[config.mk]
export PLATFORM = sky130hd
export DESIGN_NAME = seg_display_scan
export DESIGN_NICKNAME = d
export VERILOG_FILES = /design/src/rtl/seg_display_scan.sv
export SDC_FILE = /design/constraint.sdc
export NUM_CORES = 1
export LEC_CHECK = 0
export CORE_MARGIN = 1.5
export CORE_UTILIZATION = 49
export CTS_CLUSTER_SIZE = 12
export DETAILED_ROUTE_END_ITERATION = 16
export PLACE_DENSITY_LB_ADDON = 0.12
export SLEW_MARGIN = 20
export SYNTH_ARGS = -nofsm -noshare
export SYNTH_HDL_FRONTEND = slang
export SYNTH_SLANG_ARGS = --single-unit
[constraint.sdc]
create_clock -name clk -period 4.4 [get_ports clk]
set_input_delay 0.88 -clock clk [delete_from_list [all_inputs] [get_ports clk]]
set_output_delay 0.88 -clock clk [all_outputs]
set_load 0.01 [all_outputs]
[src/rtl/seg_display_scan.sv]
// seg_display_scan: eight-digit multiplexed seven-segment driver.
// Snapshots one of four 32-bit sources at each frame boundary and scans it
// out as eight hex digits on active-low anode/cathode lines. The decimal
// point on digit <src> identifies which source is being shown.
module seg_display_scan #(
   parameter int unsigned SCAN_DIV = 100000
) (
   input  logic        clk,
   input  logic        rst,
   input  logic        led_cpu_enable,
   input  logic [31:0] led_data_in,
   input  logic [31:0] total_cycles,
   input  logic [31:0] condi_branch_num,
   input  logic [31:0] uncondi_branch_num,
   input  logic [1:0]  disp_sel,
   output logic [7:0]  seg_an,
   output logic [7:0]  seg_code,
   output logic [31:0] shown_value,
   output logic        frame_tick
);

   localparam int unsigned PRE_W = (SCAN_DIV > 1) ? $clog2(SCAN_DIV) : 1;
   localparam logic [PRE_W-1:0] PRE_LAST = PRE_W'(SCAN_DIV - 1);

   logic [PRE_W-1:0] pre;
   logic [2:0]       dig;
   logic [1:0]       src;
   logic [31:0]      led_hold;
   logic [31:0]      led_next;
   logic [31:0]      sel_value;
   logic             tick;
   logic [3:0]       nibble;
   logic [6:0]       glyph;
   logic             dp_n;

   // Active-low gfedcba pattern for one hex nibble.
   function automatic logic [6:0] hex_glyph(input logic [3:0] n);
      logic [6:0] g;
      case (n)
         4'h0:    g = 7'h40;
         4'h1:    g = 7'h79;
         4'h2:    g = 7'h24;
         4'h3:    g = 7'h30;
         4'h4:    g = 7'h19;
         4'h5:    g = 7'h12;
         4'h6:    g = 7'h02;
         4'h7:    g = 7'h78;
         4'h8:    g = 7'h00;
         4'h9:    g = 7'h10;
         4'hA:    g = 7'h08;
         4'hB:    g = 7'h03;
         4'hC:    g = 7'h46;
         4'hD:    g = 7'h21;
         4'hE:    g = 7'h06;
         default: g = 7'h0E;
      endcase
      return g;
   endfunction

   // Digit-period tick and frame boundary (last tick of digit 7).
   always_comb begin
      tick       = (pre == PRE_LAST);
      frame_tick = tick && (dig == 3'd7) && !rst;
   end

   // LED word as it will stand after this edge; an enable in the boundary
   // cycle reaches shown_value without waiting for led_hold.
   always_comb begin
      led_next = led_cpu_enable ? led_data_in : led_hold;
   end

   // Source multiplexer, only consumed at the frame boundary.
   always_comb begin
      case (disp_sel)
         2'd0:    sel_value = led_next;
         2'd1:    sel_value = total_cycles;
         2'd2:    sel_value = condi_branch_num;
         default: sel_value = uncondi_branch_num;
      endcase
   end

   // Current digit's nibble, glyph and decimal point (built from registers only).
   always_comb begin
      nibble = shown_value[{dig, 2'b00} +: 4];
      glyph  = hex_glyph(nibble);
      dp_n   = (dig != {1'b0, src});
   end

   // Prescaler and digit index.
   always_ff @(posedge clk) begin
      if (rst) begin
         pre <= '0;
         dig <= '0;
      end else if (tick) begin
         pre <= '0;
         dig <= dig + 3'd1;
      end else begin
         pre <= pre + PRE_W'(1);
      end
   end

   // LED hold register, loaded whenever the core qualifies its output.
   always_ff @(posedge clk) begin
      if (rst) begin
         led_hold <= '0;
      end else begin
         led_hold <= led_next;
      end
   end

   // Per-frame snapshot of the selected source and its index.
   always_ff @(posedge clk) begin
      if (rst) begin
         shown_value <= '0;
         src         <= '0;
      end else if (frame_tick) begin
         shown_value <= sel_value;
         src         <= disp_sel;
      end
   end

   // Registered anode and cathode drive; blank while in reset.
   always_ff @(posedge clk) begin
      if (rst) begin
         seg_an   <= '1;
         seg_code <= '1;
      end else begin
         seg_an   <= ~(8'b1 << dig);
         seg_code <= {dp_n, glyph};
      end
   end

   // Anodes are either blank or exactly one digit low.
   always @(posedge clk) begin
      if (!rst) begin
         assert ($onehot(~seg_an) || (seg_an == 8'hFF))
            else $error("seg_an not one-hot-low: %h", seg_an);
      end
   end

endmodule

## Yosys cells after proc, flatten, opt, wreduce, memory -nomap -nowiden

Memories as Yosys holds them, arrays and structs flattened. A register that Yosys moved wholly into a read port is not among the register bits.
Cells that the tools add are included.

- Register bits after elaboration: 102
- Memory bits (read-only): 112
- Output and inout bits: 49
- Memories kept: 1

Memory list:

| name | depth | bits a word | read ports | clocked after memory_dff | write ports | line | text |
|---|---|---|---|---|---|---|---|
| (no name shown) | 16 | 7 | 1 | 1 | 0 | 39 | `case (n)` |

- Add/sub/neg operators: 2
- Eq/ne operators: 5
- Shift operators: 2
- Mux-type cells: 2
- Bitwise logic cells: 1
- Reductions and logical operators: 5

Operator list:

| operator | count |
|---|---|
| 32-bit one-hot mux with 3 select lines | 1 |
| 32-bit 2-to-1 mux | 1 |
| 32-bit by 6-bit variable part select with 4-bit output | 1 |
| 17-bit by 1-bit adder with 17-bit output (second input constant) | 1 |
| 17-bit equality test (second input constant) | 1 |
| 8-bit inverter | 1 |
| 1-bit by 3-bit left shift with 8-bit output (first input constant) | 1 |
| 3-bit by 1-bit adder with 3-bit output (second input constant) | 1 |
| 3-bit equality test (second input constant) | 1 |
| 3-bit by 2-bit != test with 1-bit output | 1 |
| 2-bit by 1-bit equality test with 1-bit output (second input constant) | 1 |
| 2-bit equality test (second input constant) | 1 |
| 1-bit logical AND | 2 |
| 2-bit logical NOT | 1 |
| 2-bit OR reduction | 1 |
| 1-bit logical NOT | 1 |

## Logic depth before layout (Yosys ltp)

- Word-level depth: 3
- Mapped depth: 9

## Worst setup path after synthesis

No wires, ideal clock.

- Kind: in2out
- Start: in rst
- End: out frame_tick
- Data arrival time: 1687 ps
- Setup slack: 1833 ps
- Cell stages on the path: 4
- Path buffers: 1
- Path through: clkbuf_1 > inv_1 > nand2_1 > nor4_1

- Longest elaborated chain between the ends: 2

Ends and longest elaborated chain:

| what | line | text |
|---|---|---|
| start, declared | 9 | `input logic rst,` |
| 1-bit logical NOT | n/a |  |
| 1-bit logical AND | 63 | `frame_tick = tick && (dig == 3'd7) && !rst;` |
| end, declared | 19 | `output logic frame_tick` |

No other way between the ends.

## Worst setup path after layout

Ends and elaborated chain as after synthesis.

==> metrics.cfg <==
[finish]
fin_cells = 782
fillers = 735
nets = 789
finish.utilization = 0.724
antennaDiodeCount = 0
syn_to_final_growth_pct = 41.1
final_cell_mix = 179 x clkdlybuf4s50_1, 102 x dfxtp_1, 70 x nand2_1
mostFrequentLayoutCell = clkdlybuf4s50_1
drive_gt1_frac = 0.136
fin_area_mm2 = 0.00717

[clocking]
ctsHoldBuffers = 0
post_cts_resized = 0
cts_tree = done
cts_buffer_depth = 2
htree_levels = 3
numCtsBuffers = 9
post-cts-setup-buffers = 0
clkSinkCount = 102
insertion_delay_ns = 0.36
clkTransAtPathRegs_ns = 0.10
cts_root_buf = clkbuf_8

[timing]
report.final.slew_viol_count = 0
min_period_over_period = 0.743
skew_ns = 0.0118
timing.fmax_mhz = 306
setup_viol = 0
max_slew_margin = 0.478
tns_ns = 0
rsz0062_at_grt = no
min_period_ns = 3.27
tightestPinTransition_ns = 0.783
finalHoldViolCount = 0

[floorplanning]
die_width_um = 105
die-area_mm2 = 0.0110
pin_count = 182
core_mm2 = 0.00991
num_rows = 36
start_util = 0.513
die_h_um = 105

[global_route]
met1_usage = 0.281
top_usage_layer = met2
grt_max_degree = 65
grtUsageTotal = 0.248
gr-usage-met3 = 0.0599
grt_overflow = 0
first_global_vias = 4501
grt_pass1_wl_um = 21600
grtUsageMet2 = 0.447
antenna_found_initial = 0

[logic_synthesis]
yosysUniqueCellTypes = 44
synth.cell_area_mm2 = 0.00508
synth_ff_type = dfxtp_1
synth_edf_count = 0
syn_nets = 621
ys_warn_count = 0
ys_ff_latch = 102
synth.avg_cell_area_um2 = 10.7
ys_async_sr_fraction = 0
ys_seq_area_frac = 0.402
synthCells = 476

[setup_path]
critPathArrivalTime_ns = 2.39
critPathKind = in2out
cpMostUsedCell = clkdlybuf4s50_1
crit_chain = clkdlybuf4s50_1 > inv_2 > nand2_1 > nor4_1 > clkdlybuf4s50_1
endpoint_kind = primary output
cp-start-kind = input pin
slowest_stage = clkdlybuf4s50_1
crit_fanout = 3
critPathMaxStageDelay_ns = 0.58
critPathRequiredTime_ns = 3.52
reg2reg_slack_ns = 1.79

[detailed_routing]
viasPerCell = 5.41
drc = 0
drtPass1Iterations = 4
ant_nets = 0
wl_per_cell_um = 16.8
vias = 4228
routed_wirelength_um = 13200
drt_iter0_drc = 242

[flow_run]
maxCapViolCount = 0

[placement]
placed_cells = 766
place_hpwl_um = 9780
dpl-instance-area_mm2 = 0.00695
gp_congestion = 0.790
port_buffers = 181

[power_and_ir_drop]
pwr_density_cell_mw_per_mm2 = 261
ir_drop_mv = 0.135
p_total_mw = 1.87
p_leak_nw = 2.63

[worst_hold_path]
hold_class = reg2reg

[status]
status = completed

-- cells in the mapped netlist (2+ instances only) --
cell type	n	area share
o221ai_1	3	0.0052
clkbuf_1	15	0.011
xor2_1	10	0.017
nand3_1	7	0.0069
mux2_2	13	0.029
a21oi_1	10	0.0098
mux2i_1	12	0.024
mux2_1	20	0.044
and3_1	4	0.0049
and2_1	33	0.041
xnor2_1	6	0.010
ha_1	12	0.030
o21ai_1	14	0.014
buf_6	3	0.0066
dfxtp_1	102	0.40
nand2_1	70	0.052
nor2_1	32	0.024
and4_1	2	0.0034
nor2b_1	3	0.0037
buf_2	11	0.011
a31oi_1	2	0.0025
mux4_2	38	0.17
mux2i_4	3	0.013
inv_1	8	0.0059
o21ai_0	21	0.021
or3_1	3	0.0037
nand4_1	2	0.0025
-- power by group --
part	total (mW)	internal (mW)	switching (mW)
Combinational	0.273	0.188	0.0855
Clock	0.644	0.320	0.324
Sequential	0.952	0.946	0.00609
-- worst paths after layout --
check / startpoint / endpoint / depth (start not counted)
max: rst / frame_tick / 5
min: pre[0] / pre[0] / 1
max reg2reg: dig[0] / seg_code[3] / 8
min reg2reg: pre[0] / pre[0] / 1
-- cell families after synthesis --
logic type	after synthesis	share of synthesized area
xor+xnor	16	0.0276
fa+ha+maj	12	0.0295
compound gates	56	0.0697
buf+inv	39	0.0359
simple gates	164	0.154
mux	87	0.281
flops	102	0.402
-- final cells by class --
class / instances / area [µm²] / share of cell area
Clock inverter: 6 / 86.3 / 0.0120
Tap cell: 133 / 166 / 0.0232
Clock buffer: 10 / 128 / 0.0178
Multi-Input combinational cell: 335 / 2870 / 0.400
Inverter: 9 / 33.8 / 0.00471
Sequential cell: 102 / 2040 / 0.285
Timing Repair Buffer: 187 / 1850 / 0.258
-- critical path: cells and delay by family --
family | cells | cell delay, ns
buf+inv | 3 | 1.09
simple gates | 2 | 0.42
-- stage by stage --
step,hold WS [ns],setup slack [ns]
after global routing,0.484,1.02
after global placement,0.424,1.14
after CTS,0.446,1.10
after floorplan,0.413,1.83
final,0.445,1.13
after detailed placement,0.431,1.13
-- state kept, by name (all words and copies together), names as in the netlist --
| name | flops |
|---|---|
| shown_value | 32 |
| dig | 3 |
| seg_code | 8 |
| pre | 17 |
| led_hold | 32 |
| seg_an | 8 |
| src | 2 |
-- layer usage --
layer | wire [µm] | vias to the layer above
met4 | 312 | 0
met3 | 1020 | 28
met1 | 5210 | 2013
li1 | - | 2009
met2 | 6630 | 178
met5 | 0 | -
Note: power is estimated with default switching activity, not from simulation.
